`config.mk`:
```
export PLATFORM = sky130hd
export DESIGN_NAME = axist_multi_incr_gen
export DESIGN_NICKNAME = d
export VERILOG_FILES = /design/src/rtl/axist_multi_incr_gen.sv
export SDC_FILE = /design/constraint.sdc
export NUM_CORES = 1
export LEC_CHECK = 0
export ABC_AREA = 0
export BUFFER_PORTS_ARGS = -buffer_cell sky130_fd_sc_hd__buf_2
export CORE_MARGIN = 1.5
export CORE_UTILIZATION = 55
export DETAILED_ROUTE_END_ITERATION = 7
export MAX_ROUTING_LAYER = met4
export PLACE_DENSITY_LB_ADDON = 0.05
export SYNTH_ARGS = -nofsm -noshare
export SYNTH_HDL_FRONTEND = slang
export SYNTH_SLANG_ARGS = --single-unit
```
`constraint.sdc`:
```
create_clock -name clk -period 5.46 [get_ports clk]
set_input_delay 1.092 -clock clk [delete_from_list [all_inputs] [get_ports clk]]
set_output_delay 1.092 -clock clk [all_outputs]
set_load 0.02 [all_outputs]
```
`src/rtl/axist_multi_incr_gen.sv`:
```
// axist_multi_incr_gen
//
// Generates a multi-lane counting pattern on a valid/ready stream. Each beat
// carries NUM_CH lanes of CH_WIDTH bits. Lane k carries base+k for the
// increment, constant and reserved modes, and base-k for the decrement mode.
// After each accepted beat the base moves by +NUM_CH, -NUM_CH or 0.
// A pattern ends after pat_len beats (fixed mode), or after a stop request
// (continuous mode).
//
// Ports
//   clk, rst     clock; asynchronous active-high reset
//   start        pulse; begins a pattern when idle
//   stop         pulse; ends a continuous-mode pattern
//   cont_mode    1 = run until stop, 0 = run pat_len beats
//   mode_in      00 incr, 01 decr, 10 constant, 11 treated as incr
//   seed_in      starting base value
//   pat_len      beats per fixed-mode pattern (0 means 2^CNT_WIDTH)
//   dout_*       output stream; lane k at dout_data[k*CH_WIDTH +: CH_WIDTH]
//   busy         high while loading or running
//   done         one-cycle pulse when a pattern completes
//   beat_cnt     beats accepted in the current or last pattern

module axist_multi_incr_gen #(
    parameter int NUM_CH    = 4,
    parameter int CH_WIDTH  = 40,
    parameter int CNT_WIDTH = 16
) (
    input  logic                         clk,
    input  logic                         rst,
    input  logic                         start,
    input  logic                         stop,
    input  logic                         cont_mode,
    input  logic [1:0]                   mode_in,
    input  logic [CH_WIDTH-1:0]          seed_in,
    input  logic [CNT_WIDTH-1:0]         pat_len,
    output logic                         dout_valid,
    input  logic                         dout_ready,
    output logic [NUM_CH*CH_WIDTH-1:0]   dout_data,
    output logic                         dout_last,
    output logic                         busy,
    output logic                         done,
    output logic [CNT_WIDTH-1:0]         beat_cnt
);

    typedef enum logic [1:0] {
        ST_IDLE,
        ST_LOAD,
        ST_RUN,
        ST_DONE
    } state_t;

    state_t                 state_q, state_d;
    logic [CH_WIDTH-1:0]    base_q, base_d;
    logic [1:0]             mode_q, mode_d;
    logic                   cont_q, cont_d;
    logic [CNT_WIDTH-1:0]   len_q, len_d;
    logic [CNT_WIDTH-1:0]   cnt_q, cnt_d;
    logic                   stop_pend_q, stop_pend_d;

    logic                   run;
    logic                   accept;
    logic                   last;
    logic                   is_dec;
    logic                   is_const;

    // Pattern state registers; reset returns everything to power-up values.
    always_ff @(posedge clk or posedge rst) begin
        if (rst) begin
            state_q     <= ST_IDLE;
            base_q      <= '0;
            mode_q      <= 2'b00;
            cont_q      <= 1'b0;
            len_q       <= '0;
            cnt_q       <= '0;
            stop_pend_q <= 1'b0;
        end else begin
            state_q     <= state_d;
            base_q      <= base_d;
            mode_q      <= mode_d;
            cont_q      <= cont_d;
            len_q       <= len_d;
            cnt_q       <= cnt_d;
            stop_pend_q <= stop_pend_d;
        end
    end

    // Next-state logic and pattern bookkeeping.
    always_comb begin
        state_d     = state_q;
        base_d      = base_q;
        mode_d      = mode_q;
        cont_d      = cont_q;
        len_d       = len_q;
        cnt_d       = cnt_q;
        stop_pend_d = stop_pend_q;

        is_dec   = (mode_q == 2'b01);
        is_const = (mode_q == 2'b10);
        run      = (state_q == ST_RUN);
        accept   = run & dout_ready;
        // pat_len of 0 wraps to all-ones here, which yields 2^CNT_WIDTH beats.
        last     = run & (cont_q ? stop_pend_q
                                 : (cnt_q == (len_q - CNT_WIDTH'(1))));

        case (state_q)
            ST_IDLE: begin
                if (start) begin
                    state_d = ST_LOAD;
                end
            end
            ST_LOAD: begin
                base_d      = seed_in;
                mode_d      = mode_in;
                cont_d      = cont_mode;
                len_d       = pat_len;
                cnt_d       = '0;
                stop_pend_d = 1'b0;
                state_d     = ST_RUN;
            end
            ST_RUN: begin
                if (cont_q && stop) begin
                    stop_pend_d = 1'b1;
                end
                if (accept) begin
                    cnt_d = cnt_q + CNT_WIDTH'(1);
                    if (is_dec) begin
                        base_d = base_q - CH_WIDTH'(NUM_CH);
                    end else if (!is_const) begin
                        base_d = base_q + CH_WIDTH'(NUM_CH);
                    end
                    if (last) begin
                        state_d = ST_DONE;
                    end
                end
            end
            default: begin
                state_d = ST_IDLE;
            end
        endcase
    end

    // Lane data is zeroed outside RUN so that an idle or reset block shows
    // all-zero data rather than the lane offsets.
    always_comb begin
        dout_data = '0;
        for (int k = 0; k < NUM_CH; k++) begin
            if (run) begin
                dout_data[k*CH_WIDTH +: CH_WIDTH] =
                    is_dec ? (base_q - CH_WIDTH'(k)) : (base_q + CH_WIDTH'(k));
            end
        end
    end

    assign dout_valid = run;
    assign dout_last  = last;
    assign busy       = (state_q == ST_LOAD) || (state_q == ST_RUN);
    assign done       = (state_q == ST_DONE);
    assign beat_cnt   = cnt_q;

endmodule

```
==> qor.yml, run 1 <==
outcome:
  status: "complete, no violations"
placed_design:
  dpl.cell_count: 1736
  dp_hpwl_mm: 29.4
  place_congestion: 1.08
  io_buffers: 243
logic_synthesis:
  synth_edf_count: 0
  synthCells: 1325
  ys.flop_type: "dfrtp_1"
  syn_area_um2: 9580
  synth_warnings: 0
  synth_top_area_share: 0.204
  yosys.area.top_type: "dfrtp_1"
  ys_ff_latch: 78
  seq_area_frac_synth: 0.204
  syn_avg_cell_area_um2: 7.23
  synth_top_cells_by_area: "dfrtp_1 20%, a21oi_1 7.4%, xnor2_1 7.4%"
  netlist-cell-type-count: 66
  syn_nets: 1438
  async_reset_ff_frac: 1.00
cts:
  cts_root_buffer: "clkbuf_16"
  cts-htree-levels: 3
  cts_tree: "built"
  cts_buffer_depth: 2
  ctsHoldBuffers: 0
  path_clk_slew_ns: 0.08
  clock_latency_ns: 0.36
  cts_buffers: 9
  clock_sinks: 78
global_route:
  track_usage: 0.421
  grt_max_degree: 76
  grt_pass1_wl_mm: 56.8
  grt_pass1_vias: 10200
  grt-ovfl-total: 0
  antenna_found_initial: 0
timing:
  hold_viol: 0
  final.setup_skew_ns: 0.00845
  slew_viol_final: 0
  tightest_slew_ns: 1.20
  slew_headroom: 0.199
  whs_ns: 0.523
  setup_tns_ns: 0
  rsz0062_at_grt: "false"
  setup_viol: 0
  final.min_clock_period_ns: 5.31
  fmax_mhz: 188
  fin_crit_sh: 0.973
worst_hold_path:
  hp-class: "register to register"
finish:
  multi_input_area_um2: 7230
  layout.cells.non_filler: 1755
  final_cell_mix: "243 x buf_2, 172 x nor2_1, 141 x a21oi_1, 139 x o21ai_0, 112 x nand2_1"
  fill_cells: 1555
  nets: 1638
  n_antenna_cell: 0
  final_layout_size_suffix_gt1_frac: 0.213
  utilization: 0.658
  area.growth.synth_to_final_pct: 18.0
  seq_area_um2: 1950
  layout_commonest_cell: "buf_2"
routing:
  drc: 0
  route.vias.total: 11000
  dr.first_iter.drc_count: 1002
  wl_per_cell_um: 21.6
  via_per_inst: 6.27
  drt-total-wl_mm: 37.8
  drt_pass1_iterations: 8
  antenna_left: 0
setup_path:
  cp_max_fo: 12
  path_class: "register to primary output"
  cp-start-kind: "register"
  crit_required_ns: 4.37
  worstPathArrival_ns: 4.22
  crit_path_end_kind: "primary output"
floorplanning:
  dieHeight_um: 135
  design.die.area_um2: 18200
  initial_core_util: 0.558
  core-area_um2: 17200
  num_rows: 48
  ios: 244
  die_w_um: 135
flow_run:
  drv_cap: 0
[sequential cells by signal, summed over array words and instances (netlist names)]
register     cells
cont_q           1
beat_cnt        16
len_q           16
stop_pend_q      1
base_q          40
mode_q           2
state_q          2
[through the flow]
| step | instance area, µm² | setup slack (ns) |
|---|---|---|
| 2_1_floorplan | 9580 | 0.775 |
| 3_3_place_gp | 10900 | 0.601 |
| 3_5_place_dp | 10900 | 0.414 |
| 4_1_cts | 11300 | 0.0189 |
| 5_1_grt | 11300 | 0.00474 |
| 6_report | 11300 | 0.148 |
[critical path, cell delays in order, from the launching register on]
cell,delay [ns]
dfrtp_1,0.36
inv_1,0.07
nand2_1,0.22
clkinvlp_4,0.16
buf_4,0.21
ha_1,0.49
a21oi_1,0.40
o21ai_0,0.30
a21oi_1,0.32
a21boi_0,0.55
o21ai_0,0.19
xnor2_1,0.31
nor2_1,0.10
buf_2,0.17
[logic make-up after synthesis]
| family | count (synthesis) | synth area share |
|---|---|---|
| buffers and inverters | 107 | 0.0445 |
| flip-flops | 78 | 0.204 |
| AO/OA/AOI/OAI | 391 | 0.238 |
| AND/OR/NAND/NOR | 500 | 0.254 |
| multiplexers | 55 | 0.0599 |
| XOR/XNOR | 145 | 0.133 |
| adder cells (fa/ha/maj) | 49 | 0.0671 |
[cells in the mapped netlist (all sizes together) (8+ instances only)]
cell      n
nor2    172
a21oi   142
o21ai   140
nand2   113
xnor2    81
dfrtp    78
xor2     64
clkbuf   58
ha       45
and2     44
mux2i    39
and3     35
nand4    35
nor3     30
a21o     27
inv      26
o21a     25
buf      22
nand3    18
mux2     16
o21bai   13
a21boi    8
nand2b    8
[worst paths after layout]
path,start,end,slack (ns),depth (start not counted)
setup / recovery,mode_q[1],dout_data[106],0.15,13
hold / removal,base_q[11],base_q[11],0.52,2
setup reg to reg,mode_q[1],base_q[30],1.52,13
hold reg to reg,base_q[11],base_q[11],0.52,2
max in group asynchronous,rst,base_q[5],3.61,3
min in group asynchronous,rst,state_q[1],0.81,2
[routing by layer]
layer,GRT usage,share of wire
met1,0.521,0.39
met2,0.681,0.47
met3,0.0492,0.085
met4,0.209,0.055
met5,-,0
[layout make-up]
cell class	instances	share of cell area
multi-input cells	1140	0.639
well taps	225	0.0249
repair buffers	269	0.126
clock inverters	7	0.00797
clock buffers	9	0.0199
flip-flops and latches	78	0.173
inverters	27	0.00952
[what timing repair did]
action                                  in CTS  in global routing
setup buffers                                0                  3
endpoints found under the setup margin       0                 22
gates resized for setup                      0                  6
Power of run 1 is left out: the tool's default activity adds up to more than one toggle a clock period on the data nets, which glitch-free logic cannot reach.
==> run 2, diff against run 1 <==
==> constraint.sdc (replaced) <==
create_clock -name clk -period 5.46 [get_ports clk]
set_input_delay 0.819 -clock clk [delete_from_list [all_inputs] [get_ports clk]]
set_output_delay 0.819 -clock clk [all_outputs]
set_load 0.02 [all_outputs]
==> run 2 against run 1 <==
  * Register-to-register slack worse by 0.29 ns
  * Worst setup slack better by 0.040 ns
  * First-iteration DRC count up 3.7%
  * Sequential cell count unchanged
  * Critical path depth unchanged
  * Core utilization down 0.66 points
  * Sequential share of layout area up 0.18 points
  * Global-route usage up 1.0 points
  * Routed wire length up 2.4%
  * Count of clock-buffer cells in the layout unchanged
  * Via count up 1.1%
  * Non-clock buffer count down 9
  * Critical endpoint is now dout_data[118]
  * Largest cell class unchanged
==> qor.yml, run 2 (same netlist as run 1, synthesis figures left out) <==
outcome:
  status: "complete, no violations"  # unchanged
placed_design:
  place_ws_ns: 0.736  # was 0.414 ns
  place_congestion: 1.06  # was 1.08
  place_area_um2: 10900  # about the same
  dp_hpwl_mm: 30.6  # was 29.4 mm
  io_buffers: 243  # unchanged
cts:
  post-cts-setup-buffer-count: 0  # unchanged
  path_clk_slew_ns: 0.06  # was 0.08 ns
  cts_root_buffer: "clkbuf_16"  # unchanged
  cts-htree-levels: 3  # unchanged
  cts_tree: "built"  # unchanged
  clock_latency_ns: 0.36  # about the same
  clock_sinks: 78  # unchanged
  cts_buffers: 9  # unchanged
  ctsHoldBuffers: 0  # unchanged
  cts_buffer_depth: 2  # unchanged
setup_path:
  worstPathArrival_ns: 4.45  # was 4.22 ns
  rr_worst_depth: 12  # was 13
  crit_slowest_cell: "a211oi_1"  # was a21boi_0
  crit_end: "dout_data[118]"  # was dout_data[106]
  path_common_cell: "o21ai_0"
  path_depth: 13  # unchanged
  worst-path-buf-inv: 4  # unchanged
  cp_top_family: "compound AO/OA/AOI/OAI gates"  # unchanged
  crit_path_end_kind: "primary output"  # unchanged
  path_class: "register to primary output"  # unchanged
  crit_required_ns: 4.64  # was 4.37 ns
  cp_max_fo: 28  # was 12
  path_cells: "inv_1 > nand2_1 > clkinvlp_4 > buf_12 > ha_1 > a21oi_1 > o21ai_0 > a221oi_1 > nor2_1 > a211oi_1 > o21ai_0 > mux2i_1 > buf_2"  # was inv_1 > nand2_1 > clkinvlp_4 > buf_4 > ha_1 > a21oi_1 > o21ai_0 > a21oi_1 > a21boi_0 > o21ai_0 > xnor2_1 > nor2_1 > buf_2
  r2r_start: "mode_q[1]"  # unchanged
  reg2reg_to: "base_q[30]"  # unchanged
  cp-start-kind: "register"  # unchanged
  r2r_setup_slack_ns: 1.23  # was 1.52 ns
  startpoint: "mode_q[1]"  # unchanged
  crit_path_max_incr_delay_ns: 0.58  # was 0.55 ns
timing:
  rsz0062_at_grt: "false"  # unchanged
  setup_viol: 0  # unchanged
  fin_crit_sh: 0.966  # was 0.973
  hold_viol: 0  # unchanged
  setup_ws_ns: 0.188  # was 0.148 ns
  setup_tns_ns: 0  # unchanged
  slew_headroom: 0.167  # was 0.199
  final.setup_skew_ns: 0.0114  # was 0.00845 ns
  fmax_mhz: 190  # was 188 MHz
  final.min_clock_period_ns: 5.27  # was 5.31 ns
  tightest_slew_ns: 1.25  # was 1.20 ns
  slew_viol_final: 0  # unchanged
global_route:
  grt-ovfl-total: 0  # unchanged
  antenna_found_initial: 0  # unchanged
  grt_pass1_vias: 10400  # was 10200
  grt_pass1_wl_mm: 57.9  # was 56.8 mm
  grt_max_degree: 57  # was 76
  track_usage: 0.431  # was 0.421
floorplanning:
  design.die.area_um2: 18200  # unchanged
  num_rows: 48  # unchanged
  ios: 244  # unchanged
  initial_core_util: 0.558  # unchanged
  die_w_um: 135  # unchanged
  core-area_um2: 17200  # unchanged
  dieHeight_um: 135  # unchanged
finish:
  layout_commonest_cell: "buf_2"  # unchanged
  area.growth.synth_to_final_pct: 16.8  # was 18.0%
  n_antenna_cell: 0  # unchanged
  regMostFlops: "base_q"  # unchanged
  final_cell_mix: "243 x buf_2, 172 x nor2_1, 142 x a21oi_1, 139 x o21ai_0, 112 x nand2_1"  # was 243 x buf_2, 172 x nor2_1, 141 x a21oi_1, 139 x o21ai_0, 112 x nand2_1
  design_area_um2: 11200  # was 11300 µm²
  final_layout_size_suffix_gt1_frac: 0.205  # was 0.213
  largest_register_ffs: 40  # unchanged
  nets: 1629  # was 1638
routing:
  via_per_inst: 6.37  # was 6.27
  drt-total-wl_mm: 38.7  # was 37.8 mm
  drc: 0  # unchanged
  antenna_left: 0  # unchanged
  drt_pass1_iterations: 6  # was 8
  dr.first_iter.drc_count: 1039  # was 1002
  wl_per_cell_um: 22.2  # was 21.6 µm
  route.vias.total: 11100  # was 11000
flow_run:
  drv_cap: 0  # unchanged
worst_hold_path:
  hp-class: "primary input to async pin"  # was register to register
==> run 2: repair_timing <==
item / in CTS / in global routing
gates resized for setup: 0 / 1
endpoints found under the setup margin: 0 / 1
hold endpoints to repair: 0 / 0
==> run 2: worst min path at each step <==
stage / from / endpoint / cells past startpoint
2_1_floorplan: base_q[10] / base_q[10] / 2
6_report: rst / state_q[1] / 2
5_1_grt: rst / state_q[1] / 2
4_1_cts: rst / state_q[1] / 2
3_5_place_dp: base_q[7] / base_q[7] / 2
3_3_place_gp: base_q[36] / base_q[36] / 2
==> run 2: through the flow <==
stage | utilization | std cells | hold slack, ns
after global routing | 0.652 | 1745 | 0.503
final | 0.652 | 1745 | 0.473
after floorplan | - | 1325 | 0.470
after global placement | 0.635 | 1730 | 0.494
after detailed placement | 0.635 | 1730 | 0.497
after CTS | 0.651 | 1745 | 0.479
==> run 2: final cells by class <==
class                   count  area [µm²]
fillers                  1534        5980
repair buffers            260        1360
multi-input cells        1140        7210
inverters                  27         108
clock inverters             6        63.8
clock buffers               9         225
flip-flops and latches     78        1950
well taps                 225         282
==> run 2: layer usage <==
metal  wire, µm  vias to the layer above  GRT usage
met5          0                        -          -
met4       2210                        0      0.234
met3       3170                      135     0.0672
met2      18100                      648      0.704
met1      15200                     5274      0.509
li1           -                     5059          -
Power of run 2 is left out for the same reason.
